$ cat src/rtl/regex_imem_arbiter.sv
// Round-robin arbiter sharing one single-port instruction BRAM among NUM_CPUS
// fetch ports; up to two fetches in flight, one BRAM read per cycle.
module regex_imem_arbiter #(
    parameter int unsigned NUM_CPUS          = 4,
    parameter int unsigned CPU_ID_BITS       = 2,
    parameter int unsigned MEMORY_WIDTH      = 16,
    parameter int unsigned MEMORY_ADDR_WIDTH = 11,
    parameter int unsigned BRAM_LATENCY      = 1
) (
    input  logic                                  clk,
    input  logic                                  rst,
    input  logic [NUM_CPUS-1:0]                   cpu_memory_valid,
    input  logic [NUM_CPUS*MEMORY_ADDR_WIDTH-1:0] cpu_memory_addr,
    output logic [NUM_CPUS-1:0]                   cpu_memory_ready,
    output logic [NUM_CPUS*MEMORY_WIDTH-1:0]      cpu_memory_data,
    output logic                                  bram_en,
    output logic [MEMORY_ADDR_WIDTH-1:0]          bram_addr,
    input  logic [MEMORY_WIDTH-1:0]               bram_rdata,
    output logic [31:0]                           grant_count,
    output logic                                  busy
);

    if (BRAM_LATENCY != 1) begin : g_bad_latency
        $error("regex_imem_arbiter supports BRAM_LATENCY == 1 only");
    end
    if (NUM_CPUS != (1 << CPU_ID_BITS)) begin : g_bad_ids
        $error("NUM_CPUS must equal 2**CPU_ID_BITS");
    end

    logic [MEMORY_ADDR_WIDTH-1:0] addr_arr [NUM_CPUS];
    logic [MEMORY_WIDTH-1:0]      data_q   [NUM_CPUS];

    for (genvar g = 0; g < NUM_CPUS; g++) begin : g_ports
        assign addr_arr[g] = cpu_memory_addr[g*MEMORY_ADDR_WIDTH +: MEMORY_ADDR_WIDTH];
        assign cpu_memory_data[g*MEMORY_WIDTH +: MEMORY_WIDTH] = data_q[g];
    end

    logic [NUM_CPUS-1:0]          pending_q, pending_d;
    logic [NUM_CPUS-1:0]          ready_q, ready_d;
    logic [CPU_ID_BITS-1:0]       rr_ptr_q;
    logic                         s1_valid_q;
    logic [CPU_ID_BITS-1:0]       s1_id_q;
    logic [MEMORY_ADDR_WIDTH-1:0] bram_addr_q;
    logic [31:0]                  grant_count_q;

    logic [NUM_CPUS-1:0]          eligible;
    logic                         grant_valid;
    logic                         gnt;
    logic [CPU_ID_BITS-1:0]       grant_id;

    assign eligible = cpu_memory_valid & ~pending_q;

    // First eligible port at or after rr_ptr; the id width wraps the scan for free.
    always_comb begin
        logic [CPU_ID_BITS-1:0] idx;
        grant_valid = 1'b0;
        grant_id    = '0;
        idx         = '0;
        for (int k = 0; k < NUM_CPUS; k++) begin
            idx = rr_ptr_q + CPU_ID_BITS'(k);
            if (!grant_valid && eligible[idx]) begin
                grant_valid = 1'b1;
                grant_id    = idx;
            end
        end
    end

    // Gated so the BRAM interface reads as idle while reset is held.
    assign gnt       = grant_valid & rst;
    assign bram_en   = gnt;
    assign bram_addr = gnt ? addr_arr[grant_id] : bram_addr_q;

    always_comb begin
        pending_d = pending_q & ~ready_q;
        if (gnt) begin
            pending_d[grant_id] = 1'b1;
        end
        ready_d = '0;
        if (s1_valid_q) begin
            ready_d[s1_id_q] = 1'b1;
        end
    end

    always_ff @(posedge clk or negedge rst) begin
        if (!rst) begin
            pending_q     <= '0;
            ready_q       <= '0;
            rr_ptr_q      <= '0;
            s1_valid_q    <= 1'b0;
            s1_id_q       <= '0;
            bram_addr_q   <= '0;
            grant_count_q <= '0;
        end else begin
            pending_q  <= pending_d;
            ready_q    <= ready_d;
            s1_valid_q <= gnt;
            if (gnt) begin
                s1_id_q       <= grant_id;
                rr_ptr_q      <= grant_id + 1'b1;
                bram_addr_q   <= addr_arr[grant_id];
                grant_count_q <= grant_count_q + 32'd1;
            end
        end
    end

    always_ff @(posedge clk or negedge rst) begin
        if (!rst) begin
            for (int i = 0; i < NUM_CPUS; i++) begin
                data_q[i] <= '0;
            end
        end else if (s1_valid_q) begin
            data_q[s1_id_q] <= bram_rdata;
        end
    end

    assign cpu_memory_ready = ready_q;
    assign grant_count      = grant_count_q;
    assign busy             = |pending_q;

endmodule

$ cat config.mk
export PLATFORM = sky130hd
export DESIGN_NAME = regex_imem_arbiter
export DESIGN_NICKNAME = d
export VERILOG_FILES = /design/src/rtl/regex_imem_arbiter.sv
export SDC_FILE = /design/constraint.sdc
export NUM_CORES = 1
export LEC_CHECK = 0
export CAP_MARGIN = 20
export CORE_MARGIN = 10
export CORE_UTILIZATION = 46
export DETAILED_ROUTE_END_ITERATION = 12
export PLACE_DENSITY_LB_ADDON = 0.05
export SETUP_SLACK_MARGIN = 0.3
export SYNTH_ARGS = -nofsm -noshare
export SYNTH_HDL_FRONTEND = slang
export SYNTH_SLANG_ARGS = --single-unit
$ cat constraint.sdc
create_clock -name clk -period 2.83 [get_ports clk]
set_input_delay 0.7075 -clock clk [delete_from_list [all_inputs] [get_ports clk]]
set_output_delay 0.7075 -clock clk [all_outputs]
set_load 0.01 [all_outputs]
==> results.md <==
- Status: finished, violations left
- Failing checks: negative setup slack
- Cts hold-fix bufs: 0
- Worst skew pair latency: 410 ps
- Worst path bufs/invs: 3
- Fin crit period: 3020 ps
- R2r setup slk: 660 ps
- Unrepaired setup endpoints after global routing: yes
- Worst path arrival time: 2310 ps
- Initial antenna violation count: 0
- EDFF count, synth: 0
- Die W: 127 um
- Initial DRC Count: 446
- Htree depth: 4
- Largest net degree at the start of global routing: 73
- PD cells: 1070 mW/mm2
- Total Routing Usage GR: 22.0%
- CP Data Required Time: 2120 ps
- # setup viols final: 11
- Inserted Diodes: 0
- Largest fanout on the critical path: 11
- Via count of the first global-routing pass: 5092
- Final worst path period share: 107%
- Layout cells sized above 1: 26.5%
- Setup crit start: pending_q[1]
- Area growth syn-to-layout: 66.6%
- Wirelength per Cell: 21.4 um
- Ys Warns: 0
- Part of the total power dissipated in the clock network: 21.8%
- CP Capture Type: output pin
- Grt peak-use layer: met2
- Clk slew on worst S/H paths: 60 ps
- Final hold vios: 0
- Pins Over Slew Limit: 0
- Synth Net Count: 547
- Most frequent cells in the layout: clkdlybuf4s50_1 (161), dfrtp_1 (118), nand2_1 (117)
- Final wirelength: 18.7 mm
- Initial Util: 47.5%
- Achievable Freq: 331 MHz
- DRC violations left: 0
- Max-cap violations: 0
- CTS tree: yes
- Die span in y: 127 um
- Finished Layout Cells: 876
- Detail Placement HPWL: 11.8 mm
- Core Rows: 38
- Seq cells post-synth: 120
- Worst path max stage delay: 430 ps
- P_leak: 3.81 nW
- Sequential area share after synthesis: 57.5%
- I/O pin count: 179
- Asr flop ratio synth: 100%
- Worst Skew: 5.91 ps
- Reg2Reg Capture Point: grant_count[19]
- P_sw: 3.18 mW
- Synth top area share: 57.5%
- Gate power share: 47.8%
- Sequential Power Share: 30.4%
- Drt via density: 5.52
- Slowest cell on crit path: dfrtp_1
- Drt first pass iters: 4
- Crit path launch type: flop
- Share of the core filled with cells: 79.2%
- Syn Area/Cell: 10.9 um2
- Grt ovf: 0
- Clock sink total: 120
- Area leader, netlist: dfrtp_1
- Port Buf Inserts: 178
- Hold crit path type: flop to flop
- Fin worst setup slack: -187 ps
- Met3 usage: 10.1%
- Sw Share: 34.3%
- Cell internal pwr: 6.09 mW
- Slew of the pin with the lowest slew margin: 890 ps
- Worst-path cell chain: nand2b_4 > o211ai_1 > buf_4 > buf_6 > nand4b_1 > o211ai_1 > a31oi_4 > buf_6
- Worst rel slew slack: 40.7%
- Placed cell count: 815
- Wire length of the first global-routing pass: 28.1 mm
- Cell family with most CP delay: compound AO/OA/AOI/OAI gates
- Core area: 0.0110 mm2
- Worst slack, placed: -916 ps
- Inserted Clock Buffers: 17
- Met1 usage: 25.2%
- Ys flop type: dfrtp_1
- Synth unique cells: 40
- Critical path depth: 8
- Reg2Reg Depth: 9
- Final Power: 9.27 mW
- Crit path capture: bram_addr[8]
- GPL Wtd Cong: 0.841
- Met2 usage: 35.8%
- Peak VDD IR: 0.000913 V
- Via count: 4837
- Synth Cell Area: 0.00522 mm2
- Die footprint: 0.0160 mm2
- Top cells by area, synth: dfrtp_1 (58%), nand2_1 (8.4%), mux2_2 (6.9%), xnor2_1 (3.7%), and3_1 (2.2%)
- Launching point of the worst reg2reg path: pending_q[0]
- Crit Path Category: flop to output pin
- Max Buffers Root-to-Sink: 2
- Commonest non-fill, non-tap cell in the layout: clkdlybuf4s50_1
- Total Nets Final: 792
- Post-Syn Instances: 480
- Final ANT Viol Nets: 0
- Root Buffer: clkbuf_16
[power by group through the flow]
stage / Clock, mW / Combinational (mW) / Sequential, mW
2_1_floorplan: 0 / 1.50 / 2.96
3_3_place_gp: 0 / 3.64 / 2.73
3_5_place_dp: 0 / 3.71 / 2.77
4_1_cts: 2.04 / 4.17 / 2.80
5_1_grt: 2.12 / 4.73 / 2.90
6_report: 2.02 / 4.44 / 2.82
[worst reg2reg max path: cells and delay by family, from the launching register on]
kind,cells,cell delay [ps]
buffers and inverters,4,720
and+or+nand+nor,3,680
DFF,1,440
xor gates and xnor gates,1,180
AOI/OAI and AO/OA,1,80
[sequential cells by signal, indices dropped and copies added, names as in the netlist]
| signal | flops |
|---|---|
| s1_id_q | 2 |
| cpu_memory_data | 64 |
| bram_addr_q | 11 |
| rr_ptr_q | 2 |
| grant_count | 32 |
| pending_q | 4 |
| cpu_memory_ready | 4 |
| s1_valid_q | 1 |
[layout make-up]
| cell class | count | area, um2 |
|---|---|---|
| sequential | 120 | 3010 |
| timing repair buffer | 248 | 2470 |
| multi-input combinational | 328 | 2450 |
| fill | 654 | 2280 |
| clock buffer | 22 | 474 |
| tap | 140 | 175 |
| clock inverter | 8 | 73.8 |
| inverter | 10 | 51.3 |
[metal layers]
| layer | wire length (um) | vias up |
|---|---|---|
| met1 | 7010 | 2391 |
| met3 | 1740 | 50 |
| li1 | - | 2171 |
| met2 | 9400 | 225 |
| met5 | 0 | - |
| met4 | 594 | 0 |
[timing repair]
action,in CTS,in global routing
hold endpoints to repair,0,0
setup buffers,17,8
setup endpoints to repair,12,12
pin swaps,9,18
cloned,4,2
resized for setup,115,29
[how the worst min path moves through the flow]
stage	to	start	slack, ps	cells after the start
final	pending_q[3]	cpu_memory_ready[3]	450	1
after global routing	pending_q[0]	cpu_memory_ready[0]	470	1
after CTS	pending_q[3]	cpu_memory_ready[3]	450	1
after detailed placement	pending_q[0]	cpu_memory_ready[0]	440	1
after global placement	pending_q[0]	cpu_memory_ready[0]	430	1
after floorplan	bram_addr_q[0]	rst	410	0
[cells in the mapped netlist (2+ instances only)]
library cell  count
xor2_1            9
a211oi_1          2
mux2_2           32
clkinv_1          2
dfrtp_1         120
o21ai_0           2
nand4b_1         11
nand3b_1          3
buf_2             6
and4_1            5
nand2b_1          4
nand2_1         117
xnor2_1          22
nand3_1          14
o211ai_1         12
a31oi_1          12
clkbuf_1         15
a221oi_1         11
nand4_1          10
inv_1             7
nor2_1           18
nor2b_2           3
o22ai_1           3
a21oi_1           3
o21ai_1           2
and3_1           18
nor3_1            4
[cells by family (layout without fill, tap and decap cells)]
group	after synthesis	count (layout)	synth area share [%]
muxes	32	32	6.90
and+or+nand+nor	212	212	19.9
AOI/OAI and AO/OA	52	52	7.65
DFF	120	120	57.5
xor gates and xnor gates	31	31	5.20
adders and majority gates	1	1	0.240
buffers and inverters	32	288	2.59
[stage by stage]
| step | instance area, um2 | TNS (ps) | hold WS, ps |
|---|---|---|---|
| 2_1_floorplan | 5430 | 0 | 412 |
| 3_3_place_gp | 7590 | -9490 | 427 |
| 3_5_place_dp | 7590 | -10050 | 442 |
| 4_1_cts | 8500 | -1600 | 454 |
| 5_1_grt | 8700 | -2200 | 472 |
| 6_report | 8700 | -1730 | 451 |
No activity file was read; power rests on OpenSTA's default activity.
